--- src/rtl/obi_rr_mem_arbiter.sv ---
// Two-master OBI arbiter for one memory data port: round-robin grant, address-phase
// locking, and an in-order ID FIFO that steers each rvalid back to its issuing master.
module obi_rr_mem_arbiter #(
   parameter int ADDR_WIDTH      = 32,
   parameter int DATA_WIDTH      = 32,
   parameter int MAX_OUTSTANDING = 2
) (
   input  logic                      clk_i,
   input  logic                      rst_ni,
   input  logic [1:0]                m_req_i,
   output logic [1:0]                m_gnt_o,
   output logic [1:0]                m_rvalid_o,
   input  logic [2*ADDR_WIDTH-1:0]   m_addr_i,
   input  logic [1:0]                m_we_i,
   input  logic [2*DATA_WIDTH/8-1:0] m_be_i,
   input  logic [2*DATA_WIDTH-1:0]   m_wdata_i,
   output logic [DATA_WIDTH-1:0]     m_rdata_o,
   output logic                      s_req_o,
   input  logic                      s_gnt_i,
   input  logic                      s_rvalid_i,
   output logic [ADDR_WIDTH-1:0]     s_addr_o,
   output logic                      s_we_o,
   output logic [DATA_WIDTH/8-1:0]   s_be_o,
   output logic [DATA_WIDTH-1:0]     s_wdata_o,
   input  logic [DATA_WIDTH-1:0]     s_rdata_i,
   output logic                      err_o
);

   localparam int BW = DATA_WIDTH / 8;
   localparam int CW = $clog2(MAX_OUTSTANDING + 1);
   localparam int PW = (MAX_OUTSTANDING > 1) ? $clog2(MAX_OUTSTANDING) : 1;
   localparam logic [CW-1:0] CNT_MAX  = CW'(MAX_OUTSTANDING);
   localparam logic [PW-1:0] PTR_LAST = PW'(MAX_OUTSTANDING - 1);

   typedef enum logic {ST_OPEN, ST_LOCKED} lock_state_t;

   lock_state_t                state_q, state_d;
   logic                       lock_id_q, lock_id_d;
   logic                       rr_q;
   logic                       err_q;
   logic [CW-1:0]              count_q;
   logic [PW-1:0]              head_q, tail_q;
   logic [MAX_OUTSTANDING-1:0] ids_q;

   logic       has_room;
   logic [1:0] elig;
   logic       sel, sel_valid, lock_drop;
   logic       push, pop, spurious, head_id;

   // Eligibility is gated by reset so nothing leaks to memory while rst_ni is low.
   always_comb begin
      has_room  = rst_ni && (count_q < CNT_MAX);
      elig      = m_req_i & {2{has_room}};
      sel       = rr_q;
      sel_valid = 1'b0;
      lock_drop = 1'b0;
      if (state_q == ST_LOCKED) begin
         sel       = lock_id_q;
         sel_valid = elig[lock_id_q];
         lock_drop = ~m_req_i[lock_id_q];
      end else begin
         case (elig)
            2'b01:   begin sel = 1'b0; sel_valid = 1'b1; end
            2'b10:   begin sel = 1'b1; sel_valid = 1'b1; end
            2'b11:   begin sel = rr_q; sel_valid = 1'b1; end
            default: ;
         endcase
      end
   end

   always_comb begin
      s_req_o   = sel_valid;
      s_addr_o  = '0;
      s_we_o    = 1'b0;
      s_be_o    = '0;
      s_wdata_o = '0;
      m_gnt_o   = 2'b00;
      if (sel_valid) begin
         if (sel) begin
            s_addr_o  = m_addr_i[ADDR_WIDTH +: ADDR_WIDTH];
            s_we_o    = m_we_i[1];
            s_be_o    = m_be_i[BW +: BW];
            s_wdata_o = m_wdata_i[DATA_WIDTH +: DATA_WIDTH];
         end else begin
            s_addr_o  = m_addr_i[0 +: ADDR_WIDTH];
            s_we_o    = m_we_i[0];
            s_be_o    = m_be_i[0 +: BW];
            s_wdata_o = m_wdata_i[0 +: DATA_WIDTH];
         end
         if (s_gnt_i) m_gnt_o[sel] = 1'b1;
      end
   end

   assign push = s_req_o & s_gnt_i;

   // Lock holds the address phase on one master until memory grants it.
   always_comb begin
      state_d   = state_q;
      lock_id_d = lock_id_q;
      case (state_q)
         ST_OPEN: begin
            if (s_req_o && !s_gnt_i) begin
               state_d   = ST_LOCKED;
               lock_id_d = sel;
            end
         end
         ST_LOCKED: begin
            if (lock_drop || s_gnt_i) state_d = ST_OPEN;
         end
         default: state_d = ST_OPEN;
      endcase
   end

   always_comb begin
      head_id    = ids_q[head_q];
      pop        = s_rvalid_i && (count_q != '0);
      spurious   = s_rvalid_i && (count_q == '0);
      m_rvalid_o = 2'b00;
      if (pop) m_rvalid_o[head_id] = 1'b1;
   end

   assign m_rdata_o = s_rdata_i;
   assign err_o     = err_q;

   always_ff @(posedge clk_i or negedge rst_ni) begin
      if (!rst_ni) begin
         state_q   <= ST_OPEN;
         lock_id_q <= 1'b0;
         rr_q      <= 1'b0;
         err_q     <= 1'b0;
         count_q   <= '0;
         head_q    <= '0;
         tail_q    <= '0;
         ids_q     <= '0;
      end else begin
         state_q   <= state_d;
         lock_id_q <= lock_id_d;
         if (push) rr_q <= ~sel;
         if (spurious || (state_q == ST_LOCKED && lock_drop)) err_q <= 1'b1;
         if (push) begin
            ids_q[tail_q] <= sel;
            tail_q        <= (tail_q == PTR_LAST) ? '0 : tail_q + 1'b1;
         end
         if (pop) head_q <= (head_q == PTR_LAST) ? '0 : head_q + 1'b1;
         case ({push, pop})
            2'b10:   count_q <= count_q + 1'b1;
            2'b01:   count_q <= count_q - 1'b1;
            default: ;
         endcase
      end
   end

endmodule

--- config.mk ---
export PLATFORM = sky130hd
export DESIGN_NAME = obi_rr_mem_arbiter
export DESIGN_NICKNAME = d
export VERILOG_FILES = /design/src/rtl/obi_rr_mem_arbiter.sv
export SDC_FILE = /design/constraint.sdc
export NUM_CORES = 1
export LEC_CHECK = 0
export BUFFER_PORTS_ARGS = -buffer_cell sky130_fd_sc_hd__buf_2
export CORE_AREA = 2 2 110 112
export DETAILED_ROUTE_END_ITERATION = 12
export DIE_AREA = 0 0 112 114
export GPL_TIMING_DRIVEN = 0
export REMOVE_ABC_BUFFERS = 1
export SYNTH_ARGS = -nofsm -noshare
export SYNTH_HDL_FRONTEND = slang
export SYNTH_SLANG_ARGS = --single-unit
--- constraint.sdc ---
create_clock -name clk_i -period 3.3 [get_ports clk_i]
set_clock_uncertainty 0.2 [all_clocks]
set_input_delay 0.33 -clock clk_i [delete_from_list [all_inputs] [get_ports clk_i]]
set_output_delay 0.33 -clock clk_i [all_outputs]
set_load 0.01 [all_outputs]
; Word level (Yosys, flattened, before mapping)
; Cells that the tools add are included.
[op_classes]
n_reduce_logical = 16
muxes = 35
n_addsub = 4
n_bitwise = 5
magnitude_cmp = 9
n_eq_ne = 5
[ops]
columns = op, n
row1 = 2-to-1 mux 32 bit, 4
row2 = 2-to-1 mux 1 bit, 19
row3 = "less-than comparator 1 x 2 -> 1 bit, second input constant", 5
row4 = logical AND 1 bit, 8
row5 = 2-to-1 mux 4 bit, 2
row6 = "== test 2 bit, second input constant", 3
row7 = 2-to-1 mux 2 bit, 3
row8 = "== test 2 x 1 -> 1 bit, second input constant", 2
row9 = case mux 1 bit (2 select lines), 2
row10 = case mux 2 bit (2 select lines), 1
row11 = nonzero test 2 bit, 2
row12 = demux 1 bit (select 1 bit), 3
row13 = ">= comparator 1 bit, second input constant", 3
row14 = NOT 1 bit, 3
row15 = OR reduction 3 bit, 1
row16 = "adder 1 bit, second input constant", 2
row17 = "adder 2 x 1 -> 2 bit, second input constant", 1
row18 = bitwise AND 2 bit, 1
row19 = bitwise mux 2 bit, 1
row20 = zero test 2 bit, 1
row21 = logical OR 1 bit, 2
row22 = "less-than comparator 2 bit, second input constant", 1
row23 = AND reduction 2 bit, 1
row24 = "subtractor 2 x 1 -> 2 bit, second input constant", 1
row25 = 2 further kinds, 2
[totals]
word_cells = 82
input_bits = 176
regBits = 10
output_inout_bits = 107

; Longest topological paths before layout
; Gate-level depths: netlist of the first run.
[logic_depth]
ltp_word = 12
depth_mapped = 11
ltp_nobuf = 10

; Least setup slack after synthesis of the first run
; OpenSTA, ideal clock, no wires.
[synth_path]
path_type = reg-to-output
startpoint = register count_q[1]
endpoint = output s_addr_o[21]
arrival_ns = 2.053
t_required_ns = 2.770
slack_ns = 0.717
path_buffers = 3
path_stages_with_launch = 11
path_cell_list = dfrtp_1 -> nor2b_1 -> nand2_1 -> ha_1 -> and2b_1 -> o31a_1 -> buf_2 -> buf_4 -> buf_2 -> nand2_1 -> a21oi_1
[synth_between]
elab_chain_len = 8
elab_cells_between_ends = 15
classes_between = order compare (1) / eq/ne (3) / mux (8) / bitwise (1) / reduce/logical (2)
[synth_lines]
columns = element, line_no
row1 = "start, declared", 41  ; logic [CW-1:0] count_q;
row2 = "start signal, assigned", 146  ; 2'b10: count_q <= count_q + 1'b1;
row3 = "start signal, assigned", 147  ; 2'b01: count_q <= count_q - 1'b1;
row4 = less-than comparator 2 bit (*), 52  ; has_room = rst_ni && (count_q < CNT_MAX);
row5 = logical AND 1 bit (*), 52
row6 = bitwise AND 2 bit (*), 53  ; elig = m_req_i & {2{has_room}};
row7 = == test 2 bit / == test 2 x 1 -> 1 bit (equally long branches), 62  ; case (elig)
row8 = case mux 1 bit (2 select lines) / OR reduction 3 bit (equally long branches), n/a
row9 = "2-to-1 mux 1 bit, on equally long branches", "57, 62"
row10 = 2-to-1 mux 32 bit / 2-to-1 mux 1 bit (equally long branches), "79, 57"
row11 = 2-to-1 mux 32 bit (*), 78  ; if (sel_valid) begin
row12 = "end, declared", 21  ; output logic [ADDR_WIDTH-1:0] s_addr_o,
; Mark *: on every way between the ends. The rest lies on a longest branch, timed or not. The select of a mux whose other input is x is not followed.

; Worst setup path after layout of the first run
[layout_path]
startpoint = register count_q[1]
endpoint = output s_addr_o[19]
; Same word-level chain as after synthesis.

==> flow_summary.yaml, run 1 <==
hold_path:
  min_path_type: "in2reg"
  hold_start: "s_rvalid_i"
finish:
  final_common_cell: "buf_2"
  stdcell_count: 645
  seq_area_um2: 250
  antenna_cells: 0
  fill_cells: 1321
  layout_common_cells: "218 x buf_2, 140 x nand2_1, 69 x a21oi_1"
  syn_to_final_growth_pct: 62.4
  nets: 679
  multiInputGateArea_mm2: 0.00123
  fin_area_mm2: 0.00304
  drive_gt1_frac: 0.498
global_route:
  grt_pass1_wl_mm: 11.6
  grt_max_degree: 43
  grtUsageTotal: 0.113
  overflow: 0
  grt_pass1_vias: 2259
  antenna_found_initial: 0
cts:
  htreeDepth: 1
  cts_root_buffer: "clkbuf_16"
  numCtsBuffers: 3
  insertion_delay_ns: 0.24
  cts-root-to-sink-buffers: 2
  clkTransAtPathRegs_ns: 0.04
  cts_num_sinks: 10
  cts_tree: "yes"
logic_synthesis:
  synth-seq-cells: 10
  netlist_area_mm2: 0.00187
  synth_cell_types: 32
  ys_seq_area_frac: 0.134
  syn_avg_cell_area_um2: 5.88
  synthCells: 318
  yosys_warnings: 0
worst_setup_path:
  startpoint_type: "flop"
  critPathLaunch: "count_q[1]$_DFFE_PN0P_"
  rr_startpoint: "count_q[1]$_DFFE_PN0P_"
  critical_path_class: "reg2out"
  required_ns: 2.77
  endpoint_kind: "primary output"
  crit_arrival_ns: 2.63
  cp_max_fo: 21
floorplan:
  die-area_mm2: 0.0128
  die_h_um: 114
  initial_core_util: 0.160
  num_rows: 40
  die_x_um: 112
  io-pin-count: 283
  core_mm2: 0.0117
place:
  dp_hpwl_mm: 6.67
  pre_cts_ws_ns: -0.158
  dpl_cell_area_mm2: 0.00283
  dp_cells: 632
  gp_congestion: 0.712
  portBuffers: 218
routing:
  route.vias.total: 2707
  ant_nets: 0
  wire_per_inst_um: 14.0
  drt-total-wl_mm: 9.02
  viasPerCell: 4.20
  dr.pass1.iters: 5
  drc_errors: 0
  first_iter_violations: 148
power:
  p_comb_frac: 0.793
  swShare: 0.508
  netSwitchingPower_uw: 1170
  vdd_drop_max_uv: 416
  leakage_uw: 0.00177
  intPower_uw: 1130
  power.density_mw_per_mm2: 758
  clockPowerShare: 0.105
  sequentialPowerShare: 0.102
timing:
  drv_slew: 0
  post-route-period-util: 0.957
  max_slew_margin: 0.593
  min_period_ns: 3.16
  finalSetupViolations: 0
  tns_ns: 0
  hold_viol: 0
  setup_slack_ns: 0.143
  fmax_mhz: 317
  hold_ws_ns: 0.150
  worst_slew_pin_slew_ns: 0.611
run_status:
  status: "finished, final reports clean"
flow_run:
  cap_violations: 0
## logic make-up after synthesis
group / share of synthesized area
mux: 0.0368
compound gates: 0.225
flops: 0.134
simple gates: 0.333
buf+inv: 0.221
xor+xnor: 0.0234
fa+ha+maj: 0.0268
## path summary, 6_finish.rpt
check                                              end  slack, ns  cells past startpoint
worst max-delay path                      s_addr_o[19]       0.14                     10
worst min-delay path                 err_o$_DFFE_PN0P_       0.15                      2
worst max register to register  count_q[1]$_DFFE_PN0P_       0.53                     10
worst min register to register       err_o$_DFFE_PN0P_       0.28                      1
max in group asynchronous           tail_q$_DFFE_PN0P_       2.18                      2
min in group asynchronous            err_o$_DFFE_PN0P_       0.40                      2
## synth_stat cells, drive strengths merged
cell type / count / share of area
nand2: 141 / 0.28
nand3b: 1 / 0.0040
o31a: 2 / 0.0094
xnor2: 4 / 0.019
nor2: 5 / 0.010
o31ai: 1 / 0.011
xor2: 1 / 0.0047
nor3: 1 / 0.0027
a21o: 1 / 0.0040
and3: 1 / 0.0060
a221o: 1 / 0.0054
nor3b: 1 / 0.0040
a21oi: 70 / 0.19
nor2b: 2 / 0.0067
mux2: 4 / 0.026
inv: 4 / 0.0080
clkbuf: 10 / 0.020
ha: 4 / 0.027
dfrtp: 10 / 0.13
o22a: 1 / 0.0047
buf: 46 / 0.19
and2: 2 / 0.0067
o21ai: 1 / 0.0027
and2b: 1 / 0.0040
nand2b: 1 / 0.0047
mux2i: 2 / 0.011
## through the flow
stage | util | power, uW
after floorplan | - | 1200
after global placement | 0.235 | 1810
after detailed placement | 0.242 | 1860
after CTS | 0.252 | 2140
after global routing | 0.259 | 2510
final | 0.259 | 2300
## cell type report
type,count,area share
clock buffers,4,0.0292
multi-input cells,249,0.407
repair buffers,231,0.416
flip-flops and latches,10,0.0824
inverters,4,0.00494
well taps,147,0.0605
## critical path: stages, from the launching register on
cell and delay (ns):
dfrtp_1 0.43, nor2b_2 0.14, nand2_1 0.11, ha_1 0.34, and2_2 0.24, o31ai_4 0.33, buf_12 0.19, buf_8 0.17
nand2_1 0.08, a21oi_1 0.18, buf_2 0.16
## timing repair
item                                   4_1_cts  5_1_grt
setup endpoints to repair                   38       13
pin swaps                                    1        2
cloned                                       0        2
setup buffers                                1        5
hold buffers                                 1        0
gates resized for setup                      1        6
endpoints found under the hold margin       10        0
## power by group through the flow
stage	Sequential, uW	Combinational [uW]	Clock (uW)
4_1_cts	233	1660	244
6_report	236	1830	242
3_3_place_gp	233	1580	0
5_1_grt	243	2010	251
2_1_floorplan	219	985	0
3_5_place_dp	234	1630	0
## layer usage
layer	vias up	track usage	share of wire	wire length, um
li1	1356	-	-	-
met1	1151	0.145	0.43	3870
met2	189	0.173	0.43	3850
met3	9	0.0590	0.13	1210
met4	2	0.0106	0.0038	34
met5	-	0.0392	0.0065	59
## flip-flops by register name (all words and copies together), names as in the netlist
register	flops
count_q	2
err_o	1
head_q	1
ids_q	2
lock_id_q	1
rr_q	1
state_q	1
tail_q	1
Power figures use the tool's default switching activity.
==> inputs of run 2 (changes only) <==
Settings changed: CTS_BUF_LIST set to sky130_fd_sc_hd__clkbuf_8.
==> run 2 against run 1 <==
Sequential power about the same; non-clock buffer count did not move; die area unchanged; combinational power about the same; largest cell class unchanged; highest routed layer unchanged.
==> flow_summary.yaml, run 2 (same netlist as run 1, synthesis figures left out) <==
floorplan:
  io-pin-count: 283
  num_rows: 40
  initial_core_util: 0.160
  die_x_um: 112
  die_h_um: 114
  core_mm2: 0.0117
  die-area_mm2: 0.0128
timing:
  hold_viol: 0
  post-route-period-util: 0.960
  tns_ns: 0
  fmax_mhz: 316
  hold_ws_ns: 0.147
  max_slew_margin: 0.587
  worst_slew_pin_slew_ns: 0.619
  min_period_ns: 3.17
  drv_slew: 0
  finalSetupViolations: 0
finish:
  seq_area_um2: 250
  fill_cells: 1322
  drive_gt1_frac: 0.498
  layout_common_cells: "218 x buf_2, 140 x nand2_1, 69 x a21oi_1"
  largestRegisters: "count_q: 2 flops, ids_q: 2 flops"
  nets: 679
  stdcell_count: 645
  antenna_cells: 0
  syn_to_final_growth_pct: 60.6
  multiInputGateArea_mm2: 0.00123
  final_common_cell: "buf_2"
cts:
  htreeDepth: 1
  numCtsBuffers: 3
  cts-root-to-sink-buffers: 2
  clkTransAtPathRegs_ns: 0.05
  cts_num_sinks: 10
  cts_tree: "yes"
  cts_root_buffer: "clkbuf_8"
  insertion_delay_ns: 0.24
global_route:
  grtUsageTotal: 0.114
  grt_pass1_wl_mm: 11.6
  met3_usage: 0.0574
  antenna_found_initial: 0
  grt_pass1_vias: 2253
  use_met2: 0.173
  overflow: 0
  grt_max_degree: 43
  busiest_layer: "met2"
  grtUsageMet1: 0.146
place:
  dp_hpwl_mm: 6.67
  portBuffers: 218
  gp_congestion: 0.712
  dp_cells: 632
routing:
  route.vias.total: 2703
  first_iter_violations: 130
  ant_nets: 0
  dr.pass1.iters: 5
  wire_per_inst_um: 14.0
  viasPerCell: 4.19
  drc_errors: 0
  drt-total-wl_mm: 9.02
worst_setup_path:
  cp_max_fo: 21
  required_ns: 2.77
  crit_arrival_ns: 2.64
  rrSetupSlack_ns: 0.53
  startpoint_type: "flop"
  rr_startpoint: "count_q[1]$_DFFE_PN0P_"
  reg2reg_depth: 10
  endpoint_kind: "primary output"
  r2r_end: "count_q[1]$_DFFE_PN0P_"
  critical_path_class: "reg2out"
power:
  power_uw: 2220
  leakage_uw: 0.00175
  power.density_mw_per_mm2: 739
  vdd_drop_max_uv: 374
hold_path:
  hold_start: "s_rvalid_i"
  hold_path_end: "err_o$_DFFE_PN0P_"
  min_path_type: "in2reg"
  min_path_cells: 2
flow_run:
  cap_violations: 0
run_status:
  status: "finished, final reports clean"
run 2: cell types whose count changed in the layout (fill, tap and decap cells not counted):
| cell | before | now |
|---|---|---|
| clkbuf_16 | 4 | 1 |
| clkbuf_8 | 1 | 4 |
run 2: per-stage QoR:
step	area [um2]	setup slack [ns]	util
after CTS	2910	0.131	0.249
after global routing	3000	-0.0179	0.257
final	3000	0.132	0.257
after global placement	2750	-1.58	0.235
after floorplan	1470	-0.111	-
after detailed placement	2830	-0.158	0.242
run 2: worst max path at each step:
stage / from / to / slack [ns]
CTS: count_q[1]$_DFFE_PN0P_ / s_addr_o[19] / 0.13
global placement: rst_ni / s_addr_o[9] / -1.58
global route: count_q[1]$_DFFE_PN0P_ / s_addr_o[9] / -0.02
detailed placement: rst_ni / s_addr_o[19] / -0.16
finish: count_q[1]$_DFFE_PN0P_ / s_addr_o[19] / 0.13
floorplan: count_q[1]$_DFFE_PN0P_ / s_addr_o[0] / -0.11
run 2: where the power goes:
part / switching, uW / internal (uW) / leakage [uW]
clock network: 53.6 / 105 / 0.0000288
registers: 58.5 / 177 / 0.000117
logic: 1050 / 773 / 0.00161
run 2: worst max-delay path: stages, from the launching register on:
cell and delay [ns]:
dfrtp_1 0.43, nor2b_2 0.14, nand2_1 0.11, ha_1 0.34, and2_2 0.24, o31ai_4 0.33, buf_12 0.19, buf_8 0.17
nand2_1 0.08, a21oi_1 0.18, buf_2 0.16
run 2: routing by layer:
| metal | share of wire | routed length [um] |
|---|---|---|
| met1 | 0.43 | 3880 |
| met2 | 0.42 | 3830 |
| met3 | 0.13 | 1210 |
| met4 | 0.0034 | 31 |
| met5 | 0.0065 | 59 |
run 2: final cells by class:
class                   count  share of cell area
repair buffers            231               0.421
multi-input cells         249               0.411
flip-flops and latches     10              0.0833
well taps                 147              0.0612
clock buffers               4              0.0183
inverters                   4             0.00500
run 2: repair_timing:
action                                  4_1_cts  5_1_grt
endpoints found under the setup margin       38       16
gates resized for setup                       1        6
endpoints found under the hold margin        10        0
gates cloned                                  0        2
buffers inserted                              1        5
hold buffers                                  1        0
pin swaps                                     1        2
